**config.mk**
```make
export PLATFORM = sky130hd
export DESIGN_NAME = vend_ctrl
export DESIGN_NICKNAME = d
export VERILOG_FILES = /design/src/rtl/vend_pkg.sv /design/src/rtl/edge_pulse.sv /design/src/rtl/vend_ctrl.sv
export SDC_FILE = /design/constraint.sdc
export NUM_CORES = 1
export LEC_CHECK = 0
export BUFFER_PORTS_ARGS = -buffer_cell sky130_fd_sc_hd__buf_2
export CAP_MARGIN = 10
export CORE_MARGIN = 2
export CORE_UTILIZATION = 40
export CTS_BUF_LIST = sky130_fd_sc_hd__clkbuf_8
export CTS_CLUSTER_DIAMETER = 50
export DETAILED_ROUTE_END_ITERATION = 8
export PLACE_DENSITY_LB_ADDON = 0.08
export SETUP_SLACK_MARGIN = 0.15
export SYNTH_ARGS = -nofsm -noshare
export SYNTH_HDL_FRONTEND = slang
export SYNTH_SLANG_ARGS = --single-unit
```
**constraint.sdc**
```tcl
create_clock -name clk -period 3.8 [get_ports clk]
set_clock_uncertainty 0.1 [all_clocks]
set_input_delay 0.19 -clock clk [delete_from_list [all_inputs] [get_ports clk]]
set_output_delay 0.19 -clock clk [all_outputs]
set_load 0.05 [all_outputs]
```
**src/rtl/vend_pkg.sv**
```systemverilog
// vend_pkg: shared state encoding, coin values and widths for the vending controller.
package vend_pkg;
  typedef enum logic [2:0] {IDLE, COLLECT, SHOW, VEND, CHANGE} state_t;
  localparam int CREDIT_W = 12;
  localparam logic [4:0] COIN1_V = 5'd1;
  localparam logic [4:0] COIN5_V = 5'd5;
  localparam logic [4:0] COIN10_V = 5'd10;
  localparam int PRICE_A_DEF = 25;
  localparam int PRICE_B_DEF = 40;
endpackage

```
**src/rtl/edge_pulse.sv**
```systemverilog
// edge_pulse: registered one-cycle pulse on each rising edge of a level input.
module edge_pulse (
  input  logic clk,
  input  logic rst,
  input  logic i_in,
  output logic o_pulse
);
  logic r_q, r_p;
  always_ff @(posedge clk or posedge rst) begin
    if (rst) begin
      r_q <= 1'b0;
      r_p <= 1'b0;
    end else begin
      r_q <= i_in;
      r_p <= i_in & ~r_q;
    end
  end
  assign o_pulse = r_p;
endmodule

```
**src/rtl/vend_ctrl.sv**
```systemverilog
// vend_ctrl: coin/button vending transaction controller driving a 3-digit display value.
module vend_ctrl
  import vend_pkg::*;
#(
  parameter int PRICE_A    = PRICE_A_DEF,
  parameter int PRICE_B    = PRICE_B_DEF,
  parameter int MAX_CREDIT = 999,
  parameter int SHOW_CYC   = 100000,
  parameter int CHG_GAP    = 100000
) (
  input  logic                clk,
  input  logic                rst,
  input  logic                coin1,
  input  logic                coin5,
  input  logic                coin10,
  input  logic                sel_a,
  input  logic                sel_b,
  input  logic                cancel,
  output logic [CREDIT_W-1:0] disp_val,
  output logic                vend_a,
  output logic                vend_b,
  output logic                change_pulse,
  output logic                coin_reject,
  output logic                busy
);
  localparam int CNT_MAX = (SHOW_CYC > CHG_GAP) ? SHOW_CYC : CHG_GAP;
  localparam int CNT_W = $clog2(CNT_MAX + 1);
  localparam logic [CREDIT_W-1:0] PA = CREDIT_W'(PRICE_A);
  localparam logic [CREDIT_W-1:0] PB = CREDIT_W'(PRICE_B);
  localparam logic [CREDIT_W-1:0] MC = CREDIT_W'(MAX_CREDIT);
  localparam logic [CNT_W-1:0] SHOW_LD = CNT_W'(SHOW_CYC - 1);
  localparam logic [CNT_W-1:0] GAP_LD = CNT_W'(CHG_GAP - 1);
  logic [5:0] w_lvl, w_ev;
  assign w_lvl = {cancel, sel_b, sel_a, coin10, coin5, coin1};
  for (genvar g = 0; g < 6; g++) begin : g_ep
    edge_pulse u_ep (.clk(clk), .rst(rst), .i_in(w_lvl[g]), .o_pulse(w_ev[g]));
  end
  state_t              r_state, w_state;
  logic [CREDIT_W-1:0] r_credit, w_credit, w_sat, w_disp;
  logic [CREDIT_W:0]   w_add;
  logic [CNT_W-1:0]    r_cnt, w_cnt;
  logic [4:0]          w_sum;
  logic                w_coin;
  logic                r_item_b, w_item_b, r_show_b, w_show_b;
  logic                w_vend_a, w_vend_b, w_chg, w_rej;
  assign w_sum = (w_ev[0] ? COIN1_V : 5'd0) + (w_ev[1] ? COIN5_V : 5'd0) + (w_ev[2] ? COIN10_V : 5'd0);
  assign w_coin = |w_ev[2:0];
  assign w_add = {1'b0, r_credit} + {{(CREDIT_W - 4){1'b0}}, w_sum};
  assign w_sat = (w_add > {1'b0, MC}) ? MC : w_add[CREDIT_W-1:0];
  always_comb begin
    w_state  = r_state;
    w_credit = r_credit;
    w_cnt    = (r_cnt == '0) ? '0 : r_cnt - 1'b1;
    w_item_b = r_item_b;
    w_show_b = r_show_b;
    w_vend_a = 1'b0;
    w_vend_b = 1'b0;
    w_chg    = 1'b0;
    w_rej    = 1'b0;
    case (r_state)
      IDLE: if (w_coin) begin
        w_state  = COLLECT;
        w_credit = {{(CREDIT_W - 5){1'b0}}, w_sum};
      end
      COLLECT, SHOW: begin
        w_credit = w_sat;
        w_rej    = w_coin && (r_credit == MC);
        if (r_state == SHOW && r_cnt == '0) w_state = COLLECT;
        // Price checks use the credit held before this cycle's coins.
        if (w_ev[5]) begin
          w_state = CHANGE;
          w_cnt   = GAP_LD;
        end else if (w_ev[3] || w_ev[4]) begin
          w_item_b = ~w_ev[3];
          w_show_b = ~w_ev[3];
          w_state  = (r_credit >= (w_ev[3] ? PA : PB)) ? VEND : SHOW;
          w_cnt    = SHOW_LD;
        end
      end
      VEND: begin
        w_credit = r_credit - (r_item_b ? PB : PA);
        w_vend_a = ~r_item_b;
        w_vend_b = r_item_b;
        w_rej    = w_coin;
        w_state  = (w_credit != '0) ? CHANGE : IDLE;
        w_cnt    = GAP_LD;
      end
      CHANGE: begin
        w_rej = w_coin;
        if (r_cnt == '0) begin
          w_chg    = 1'b1;
          w_credit = r_credit - 1'b1;
          w_cnt    = GAP_LD;
          w_state  = (r_credit == 1) ? IDLE : CHANGE;
        end
      end
      default: w_state = IDLE;
    endcase
    w_disp = (w_state == SHOW) ? (w_show_b ? PB : PA) : (w_state == IDLE) ? '0 : w_credit;
  end
  always_ff @(posedge clk or posedge rst) begin
    if (rst) begin
      r_state      <= IDLE;
      r_credit     <= '0;
      r_cnt        <= '0;
      r_item_b     <= 1'b0;
      r_show_b     <= 1'b0;
      disp_val     <= '0;
      vend_a       <= 1'b0;
      vend_b       <= 1'b0;
      change_pulse <= 1'b0;
      coin_reject  <= 1'b0;
    end else begin
      r_state      <= w_state;
      r_credit     <= w_credit;
      r_cnt        <= w_cnt;
      r_item_b     <= w_item_b;
      r_show_b     <= w_show_b;
      disp_val     <= w_disp;
      vend_a       <= w_vend_a;
      vend_b       <= w_vend_b;
      change_pulse <= w_chg;
      coin_reject  <= w_rej;
    end
  end
  assign busy = (r_state == VEND) || (r_state == CHANGE);
endmodule
```
### Yosys cells after proc, flatten, opt, wreduce, memory -nomap -nowiden

Cells that the tools add are included.

| cells by class | value |
|---|---|
| magnitude comparators | 2 |
| $add $sub $neg | 6 |
| bitwise operators | 15 |
| reductions and logical operators | 12 |
| equal/unequal tests | 7 |
| muxes and demuxes | 34 |

Operators by type and width:

| cell | count |
|---|---|
| $mux 17 | 4 |
| $mux 12 | 5 |
| $pmux 17 s3 | 1 |
| $pmux 12 s4 | 1 |
| $mux 3 | 8 |
| $mux 6 | 3 |
| $logic_not 17->1 | 1 |
| $sub 17x1->17 const B | 1 |
| $add 12x5->13 | 1 |
| $gt 13x10->1 const B | 1 |
| $eq 12x1->1 const B | 1 |
| $eq 12x10->1 const B | 1 |
| $ge 12x6->1 | 1 |
| $pmux 3 s4 | 1 |
| $reduce_bool 12->1 | 1 |
| $sub 12x1->12 const B | 1 |
| $sub 12x6->12 | 1 |
| $eq 3x2->1 const B | 3 |
| $mux 1 | 9 |
| $not 1->1 | 9 |
| $and 1x1->1 | 6 |
| $logic_not 3->1 | 2 |
| $add 4x4->5 | 1 |
| $add 1x3->4 | 1 |
| other kinds (9) | 12 |

| storage, ports and cells | value |
|---|---|
| output and inout port bits | 17 |
| register bits after elaboration | 62 |
| logic and storage cells | 98 |

### Longest topological paths before layout

Gate-level depths: netlist of run 1.

| logic depth | value |
|---|---|
| depth in word-level cells | 9 |
| gate-level depth with buffers | 11 |
| mapped depth without buffers | 11 |

### Cells and area by module

From an unflattened synthesis of run 1, not the netlist that was laid out.

| second synthesis, totals | value |
|---|---|
| cells, all modules | 465 |
| area total of the unflattened synthesis | 4130.2 sq um |

By module, submodules not included:

| module | sequential area each (sq um) | area an instance (sq um) | cells each | instances |
|---|---|---|---|---|
| vend_ctrl | 1251.2 | 3724.8 | 441 | 1 |
| edge_pulse | 50.0 | 67.6 | 4 | 6 |

### Least setup slack after synthesis of run 1

Ideal clock, no wire load.

| timing | value |
|---|---|
| path kind | register -> register |
| start | reg g_ep[1].u_ep.r_p |
| end | reg disp_val[5] |
| path buffers | 0 |
| setup time | 0.137 ns |
| slack | 0.718 ns |
| required time | 3.563 ns |
| cell stages (with the launch flop) | 11 |
| arrival | 2.845 ns |
| cells stage by stage | dfrtp_1 ha_1 ha_1 fa_1 a21o_1 a31oi_1 o21ai_0 a21oi_1 a21bo_2 nor4_1 o31ai_1 |

| between the ends | value |
|---|---|
| cells in the longest elaborated chain, start to end | 9 |
| elaborated cells on any way between the ends | 15 |
| those cells by class | 3 x add/sub; 1 x order compare; 1 x eq/ne; 8 x mux; 2 x reduce/logical |

Ends and longest elaborated chain:

| item | line | RTL |
|---|---|---|
| from (decl) | edge_pulse.sv:8 | `logic r_q, r_p;` |
| from (signal assigned) | edge_pulse.sv:15 | `r_p <= i_in & ~r_q;` |
| $mux 3 | vend_ctrl.sv:46 | `assign w_sum = (w_ev[0] ? COIN1_V : 5'd0) + (w_ev[1] ? COIN5_V : 5'd0) + (w_ev[2] ? COIN10_V : 5'd0);` |
| $add 1x3->4 | vend_ctrl.sv:46 |  |
| $add 4x4->5 | vend_ctrl.sv:46 |  |
| $add 12x5->13 | vend_ctrl.sv:48 | `assign w_add = {1'b0, r_credit} + {{(CREDIT_W - 4){1'b0}}, w_sum};` |
| $gt 13x10->1 | vend_ctrl.sv:49 | `assign w_sat = (w_add > {1'b0, MC}) ? MC : w_add[CREDIT_W-1:0];` |
| $mux 12 | vend_ctrl.sv:49 |  |
| $pmux 12 s4 | vend_ctrl.sv:60 | `case (r_state)` |
| $mux 12 | vend_ctrl.sv:99 | `w_disp = (w_state == SHOW) ? (w_show_b ? PB : PA) : (w_state == IDLE) ? '0 : w_credit;` |
| $mux 12 * | vend_ctrl.sv:99 |  |
| via w_disp[5] | vend_ctrl.sv:39 | `logic [CREDIT_W-1:0] r_credit, w_credit, w_sat, w_disp;` |
| to (signal assigned) | vend_ctrl.sv:119 | `disp_val <= w_disp;` |
| to (decl) | vend_ctrl.sv:19 | `output logic [CREDIT_W-1:0] disp_val,` |

The timed path passes the listed nets; every way through them passes the cells marked *.
A chain may end at the register's enable or synchronous reset.

### Final worst setup path of run 1

Ends and elaborated chain as after synthesis.

==> results of run 1 <==
-- final cells by class --
| cell class | instances | area, µm² |
|---|---|---|
| tap | 133 | 166.4 |
| inverter | 15 | 56.30 |
| timing repair buffer | 44 | 287.8 |
| clock inverter | 5 | 51.30 |
| fill | 972 | 5145 |
| clock buffer | 10 | 137.6 |
| multi-input combinational | 339 | 2198 |
| sequential | 62 | 1551 |
-- sequential cells by signal (all words and copies together) (netlist names) --
name               cells
r_state                3
r_item_b               1
r_credit              12
g_ep.u_ep.r_q          6
vend_a                 1
change_pulse           1
g_ep.u_ep.o_pulse      6
r_show_b               1
r_cnt                 17
disp_val              12
coin_reject            1
vend_b                 1
-- cell usage after synthesis (11+ instances only) --
library cell | instances | area (µm²)
a21oi_1 | 36 | 180.2
clkbuf_1 | 12 | 45.04
dfrtp_1 | 62 | 1551
ha_1 | 19 | 237.7
inv_1 | 14 | 52.55
nand2_1 | 34 | 127.6
nand3_1 | 11 | 55.05
nor2_1 | 48 | 180.2
nor3_1 | 12 | 60.06
nor4_1 | 12 | 75.07
o21ai_0 | 27 | 135.1
xnor2_1 | 19 | 166.4
xor2_1 | 13 | 113.9
-- stage by stage --
stage / utilization, % / cells / hold slack [ns]
after global routing: 46.37 / 608 / 0.2923
after detailed placement: 43.68 / 586 / 0.2088
after CTS: 46.37 / 608 / 0.2945
after floorplan: - / 434 / 0.1214
final: 46.37 / 608 / 0.2941
after global placement: 43.68 / 586 / 0.2091
-- cells by family after synthesis --
| family | Yosys count | share of synthesized area, % |
|---|---|---|
| AND/OR/NAND/NOR | 167 | 22.18 |
| AO/OA/AOI/OAI | 119 | 20.16 |
| flip-flops | 62 | 39.81 |
| buffers and inverters | 33 | 3.788 |
| XOR/XNOR | 32 | 7.191 |
| adder cells (fa/ha/maj) | 21 | 6.870 |
-- cells in the final DEF (no fill, tap or decap), types with 4 or more instances in the layout --
cell type      Yosys  routed
and2_1             6       6
a31oi_1            7       7
nor4_1            12      12
clkbuf_8           0      10
and3_1             4       4
nand2_1           34      34
buf_2              1      24
or3_1              5       5
a21oi_1           36      36
nor3_1            12      12
o22ai_1            4       4
nand3_1           11      11
dfrtp_1           62      62
a21o_1             5       5
inv_1             14      14
nand4_1            5       5
ha_1              19      19
nor2b_1            9       9
nor2_1            48      48
dlygate4sd3_1      0       7
buf_4              0      13
xnor2_1           19      19
xor2_1            13      13
o21ai_0           27      27
-- how the worst min path moves through the flow --
stage	to	slack [ns]	start
3_3_place_gp	g_ep[1].u_ep.r_q	0.21	coin5
2_1_floorplan	g_ep[0].u_ep.r_q	0.12	coin1
4_1_cts	g_ep[3].u_ep.o_pulse	0.29	g_ep[3].u_ep.r_q
5_1_grt	g_ep[5].u_ep.o_pulse	0.29	g_ep[5].u_ep.r_q
3_5_place_dp	g_ep[1].u_ep.r_q	0.21	coin5
6_report	g_ep[3].u_ep.o_pulse	0.29	g_ep[3].u_ep.r_q
-- per-layer routing --
metal	wire length, µm	GRT usage, %
met5	0	0
met4	196	8.615
met3	592	4.407
met2	4887	33.63
met1	5154	31.07
-- worst max-delay path, stage by stage (launching register included) --
cell     delay [ns]
dfrtp_1        0.43
ha_1           0.21
ha_1           0.20
xor2_1         0.27
ha_1           0.33
a21o_1         0.23
a31oi_1        0.36
o21ai_0        0.15
a21oi_1        0.19
a21bo_2        0.30
nor4_1         0.35
o31ai_1        0.13
-- report_power, final --
| group | internal, mW | switching [mW] |
|---|---|---|
| Combinational | 0.678 | 1.20 |
| Clock | 0.312 | 0.259 |
| Sequential | 0.810 | 0.224 |
| Total | 1.80 | 1.68 |
==> results by group, run 1 <==
Global route
  • Global-route usage over all layers: 22.12%
  • Gr ovfl total: 0
  • Largest net degree at the start of global routing: 36
  • Vias in the first global route: 3229
  • Initial antenna violation count: 0
  • Wire length of the first global-routing pass: roughly 17 mm

Die
  • Die width: 102.7 µm
  • Core ar.: 9594 µm²
  • Initial Utilization: approximately two fifths
  • Die Span Y: 102.7 µm
  • FP Rows: 36
  • IO Pins: 25
  • Die Area: 10550 µm²

Detailed routing
  • DR vias: 3440
  • Via density: approximately 5.7
  • DRC: 0
  • Total wire length: between 10 and 15 mm
  • Post-route ant nets: 0
  • 1st-iter DRT viols: 231
  • Pre-antenna DRT Iters: 5
  • Routed WL per cell: 17.81 µm

Clocking
  • Count of hold buffers inserted by post-cts repair: 7
  • H-Tree Level Count: 3
  • Root Buffer: clkbuf_8
  • TritonCTS Sinks: 62
  • Post-CTS setup buffers: 0
  • Number of CTS-inserted buffers: 9
  • Max Buffers Root-to-Sink: 2
  • CTS tree: yes
  • Worst skew pair latency: ~0.35 ns
  • Clk pin slew, worst setup/hold paths: 0.07 ns
  • Post_cts resized: 0

Placed design
  • Placement Setup Slack: 0.4631 ns
  • Detailed Place HPWL: 7.951 mm
  • Area after DPL: 4190 µm²
  • Placer Congestion: 0.9880
  • PortBufs: 24

Setup path
  • Worst R2R End: disp_val[5]
  • Setup slack on the worst flop-to-flop path: 0.41 ns
  • CP startpoint kind: flop
  • Crit path arrival time: 3.51 ns
  • RR Startpoint: g_ep[1].u_ep.o_pulse
  • Worst setup startpoint: g_ep[1].u_ep.o_pulse
  • CP Max Fanout: 6
  • WP data required: 3.92 ns
  • Crit path kind: flop to flop
  • Critical Path End: disp_val[5]
  • Worst r2r path cells: 11
  • Setup crit end kind: flop

Final layout
  • Synth-to-Final Area Change: 14.16%
  • Layout Nets: ~500
  • Layout cells sized above 1: 13.89%
  • Fin area: 4449 µm²
  • Ant. Diodes: 0

Synth
  • EDFF count, synth: 0
  • Post-synthesis register bit count: 62
  • Distinct cells, synth: 66
  • Synthesized netlist cell count: 434
  • Async set-reset flop share out of synthesis: 100.0%
  • Yosys warns: 0
  • Synthesized cell area: 3897 µm²
  • Register area share after synthesis: about two fifths
  • Syn avg cell area: 8.980 µm²
  • Ys flop type: dfrtp_1
  • Syn Nets: around 460

Power and ir drop
  • Leakage Power: 2.016 nW
  • Max VDD drop: ~0.28 mV
  • Power per cell area: 782.1 nW/µm²
  • Tot Pwr: 3.480 mW

Timing
  • Hold Vio Cnt, Final: 0
  • Post-route clock period utilization: 89.25%
  • Relative slew slack: 50.02%
  • Worst Tran Pin Value: ~0.74 ns
  • Final setup TNS: 0 ns
  • FMAX: slightly below 300 MHz
  • Final min period: 3.391 ns
  • RSZ-0062 raised after global routing: false
  • Pins Over Slew Limit: 0
  • PnR worst setup slack: 0.4087 ns
  • Setup Viol. Count Final: 0

Worst hold path
  • Worst hold path depth: 1
  • HP Class: flop to flop

Flow run
  • Max-Cap Viols: 0

Status
  • Status: finished, final reports clean
No activity file was read; power rests on OpenSTA's default activity.
==> run 2, diff against run 1 <==
--- a/config.mk
+++ b/config.mk
@@ -5,6 +5,7 @@
 export SDC_FILE = /design/constraint.sdc
 export NUM_CORES = 1
 export LEC_CHECK = 0
+export ABC_AREA = 1
 export BUFFER_PORTS_ARGS = -buffer_cell sky130_fd_sc_hd__buf_2
 export CAP_MARGIN = 10
 export CORE_MARGIN = 2
==> run 2 against run 1 <==
Against the previous run:
- critical path depth rose by 6
- final cell count rose by 26%
- count of clock-buffer cells in the layout did not move
- sequential share of layout area fell by 2.3 points
- area after synthesis rose by 10%
- global-route usage fell by 0.33 points
- highest routed layer unchanged
==> results by group, run 2 <==
Synth
  • Post-synthesis register bit count: 62
  • EDFF count, synth: 0
  • Simple-Gate Fraction of Synth Area: between 30% and 40%
  • Largest family of logic cells by synthesized area: simple AND/OR/NAND/NOR gates
  • Yosys warns: 0
  • Most instantiated library cell after synthesis: nand2_1
  • Ys flop type: dfrtp_1
  • Largest area contributor in the netlist: dfrtp_1
  • XOR/XNOR Fraction of Synth Area: 5.494%
  • Compound-Gate Fraction of Synth Area: 8.953%
  • Mux cell area share after synthesis: 0%
  • Syn avg cell area: 7.270 µm²
  • Synthesized cell area: 4304 µm²
  • Synthesized netlist cell count: 592
  • Top cells by area, synth: dfrtp_1 36%, nand2_1 12%, nor2_1 7.0%
  • Distinct cells, synth: 43
  • Syn Nets: 620
  • Commonest cells in the synthesized netlist: 142 x nand2_1, 80 x nor2_1, 75 x inv_1, 62 x dfrtp_1, 49 x nand3_1
  • Area share of fa/ha/maj cells after synthesis: 5.988%
  • Register area share after synthesis: between 30 and 40%
  • Share of the synthesized area in the top cell type: 36.05%
  • Async set-reset flop share out of synthesis: 100.0%

Final layout
  • Layout cells sized above 1: 12.70%
  • Biggest register: r_cnt
  • Synth-to-Final Area Change: 10.76%
  • Commonest cells after routing, fill and taps aside: 142 x nand2_1, 80 x nor2_1, 76 x inv_1
  • Largest register FFs: 17
  • Fin area: around 4800 µm²
  • Layout Nets: 653
  • Ant. Diodes: 0
  • Commonest non-fill, non-tap cell in the layout: nand2_1
  • Largest registers: r_cnt x17, disp_val x12, r_credit x12

Clocking
  • Number of CTS-inserted buffers: 9
  • Post_cts resized: 0
  • CTS tree: yes
  • Worst skew pair latency: 0.36 ns
  • Post-CTS setup buffers: 0
  • Max Buffers Root-to-Sink: 2
  • H-Tree Level Count: 3
  • Clk pin slew, worst setup/hold paths: around 0.070 ns
  • Root Buffer: clkbuf_8
  • TritonCTS Sinks: 62

Power and ir drop
  • Seq pwr share: 33.9%
  • Leakage Power: 2.510 nW
  • Switching part of the total: 49.65%
  • Gate power share: about half
  • Max VDD drop: 0.3399 mV
  • Part of the power in the clock network: 15.4%
  • Power per cell area: 692.3 nW/µm²
  • Psw: about 1.6 mW
  • Int Power: 1.662 mW

Die
  • FP Rows: 37
  • Initial Utilization: 41.51%
  • Die Span Y: 107.7 µm
  • Core ar.: between 10000 and 15000 µm²
  • Die Area: 11610 µm²
  • IO Pins: 25
  • Die width: 107.7 µm

Setup path
  • CP Max Fanout: 9
  • RR Startpoint: g_ep[1].u_ep.o_pulse
  • CP startpoint kind: flop
  • Worst R2R End: disp_val[5]
  • Setup crit end kind: flop
  • Worst r2r path cells: 17
  • Setup slack on the worst flop-to-flop path: 0.77 ns
  • Crit path kind: flop to flop
  • WP data required: approximately 4.0 ns
  • Crit path arrival time: 3.18 ns

Detailed routing
  • Total wire length: 11.64 mm
  • Post-route ant nets: 0
  • 1st-iter DRT viols: 223
  • DR vias: 3932
  • Via density: 5.133
  • Routed WL per cell: ~15 µm
  • Pre-antenna DRT Iters: 5
  • DRC: 0

Placed design
  • PortBufs: 24
  • Detailed Place HPWL: 8.830 mm
  • Area after DPL: 4529 µm²
  • Placer Congestion: 0.9055

Timing
  • Setup Viol. Count Final: 0
  • Post-route clock period utilization: 79.78%
  • Relative slew slack: between 50% and 60%
  • RSZ-0062 raised after global routing: false
  • Pins Over Slew Limit: 0
  • FMAX: 329.9 MHz
  • Worst Tran Pin Value: 0.6450 ns
  • Hold Vio Cnt, Final: 0
  • Final setup TNS: 0 ns
  • Final min period: 3.032 ns

Global route
  • Gr ovfl total: 0
  • Initial antenna violation count: 0
  • Wire length of the first global-routing pass: 19.48 mm
  • Largest net degree at the start of global routing: 33
  • Global-route usage over all layers: 21.80%
  • Vias in the first global route: 3736

Worst hold path
  • Worst hold path depth: 1
  • HP Class: flop to flop
  • Hold path startpoint: g_ep[5].u_ep.r_q
  • Worst Hold End: g_ep[5].u_ep.o_pulse

Status
  • Status: finished, final reports clean

Flow run
  • Max-Cap Viols: 0
[run 2: cell type report]
type                            count  area, µm²
Inverter                           85      319.1
Timing Repair Buffer               34      212.7
Clock buffer                       10      137.6
Multi-Input combinational cell    433       2346
Sequential cell                    62       1551
Fill cell                        1099       5603
Tap cell                          136      170.2
Clock inverter                      6      30.03
[run 2: per-layer routing]
metal | share of wire (%) | vias to the layer above | routed length (µm) | track usage [%]
met1 | 50 | 1845 | 5764 | 31.99
met2 | 44 | 107 | 5164 | 32.48
met5 | 0 | - | 0 | 0
met4 | 1.9 | 0 | 218 | 8.700
li1 | - | 1964 | - | -
met3 | 4.2 | 16 | 489 | 2.603
[run 2: power groups by stage]
stage / Clock [mW] / Combinational (mW) / Sequential (mW)
5_1_grt: 0.568 / 1.88 / 1.15
3_5_place_dp: 0 / 1.64 / 1.13
2_1_floorplan: 0 / 1.22 / 1.17
6_report: 0.508 / 1.67 / 1.12
4_1_cts: 0.531 / 1.66 / 1.12
3_3_place_gp: 0 / 1.64 / 1.13
[run 2: worst max-delay path by stage]
stage | start | endpoint | slack (ns) | depth (start not counted)
2_1_floorplan | g_ep[1].u_ep.o_pulse | disp_val[6] | 1.22 | 15
3_3_place_gp | g_ep[1].u_ep.o_pulse | disp_val[5] | 0.78 | 16
3_5_place_dp | g_ep[1].u_ep.o_pulse | disp_val[5] | 0.81 | 16
4_1_cts | g_ep[1].u_ep.o_pulse | disp_val[5] | 0.78 | 17
5_1_grt | g_ep[1].u_ep.o_pulse | r_credit[6] | 0.50 | 17
6_report | g_ep[1].u_ep.o_pulse | disp_val[5] | 0.77 | 17
[run 2: repair_timing]
| item | CTS | global route |
|---|---|---|
| hold buffers | 7 | 0 |
| hold endpoints to repair | 42 | 0 |
| endpoints found under the setup margin | 0 | 0 |
[run 2: cell families (layout without fill, tap and decap cells)]
group | count (synthesis) | after routing
fa+ha+maj | 20 | 20
buf+inv | 97 | 135
flops | 62 | 62
xor+xnor | 27 | 27
compound gates | 64 | 64
simple gates | 322 | 322
[run 2: critical path, stage by stage (launching register included)]
cell and delay (ns):
dfrtp_1 0.43, ha_1 0.22, ha_1 0.21, xor2_1 0.17
ha_1 0.38, nand2_1 0.08, nand3_1 0.12, nand3_1 0.12
nand2_1 0.10, nand2_1 0.08, nand2_1 0.10, nand3_2 0.10
nor2_4 0.22, nand3_1 0.13, nand2_1 0.13, nand3_1 0.09
nand3_1 0.09, nand2_1 0.05
[run 2: stage by stage]
stage               instances  setup slack [ns]  util, %  hold slack, ns  power [mW]
floorplan                 592             1.221        -          0.1214       2.389
global route              766            0.5004    45.97          0.3062       3.598
CTS                       766            0.7788    45.97          0.2931       3.307
detailed placement        743            0.8051    43.68          0.2124       2.767
finish                    766            0.7683    45.97          0.2895       3.300
global placement          743            0.7815    43.68          0.2122       2.765
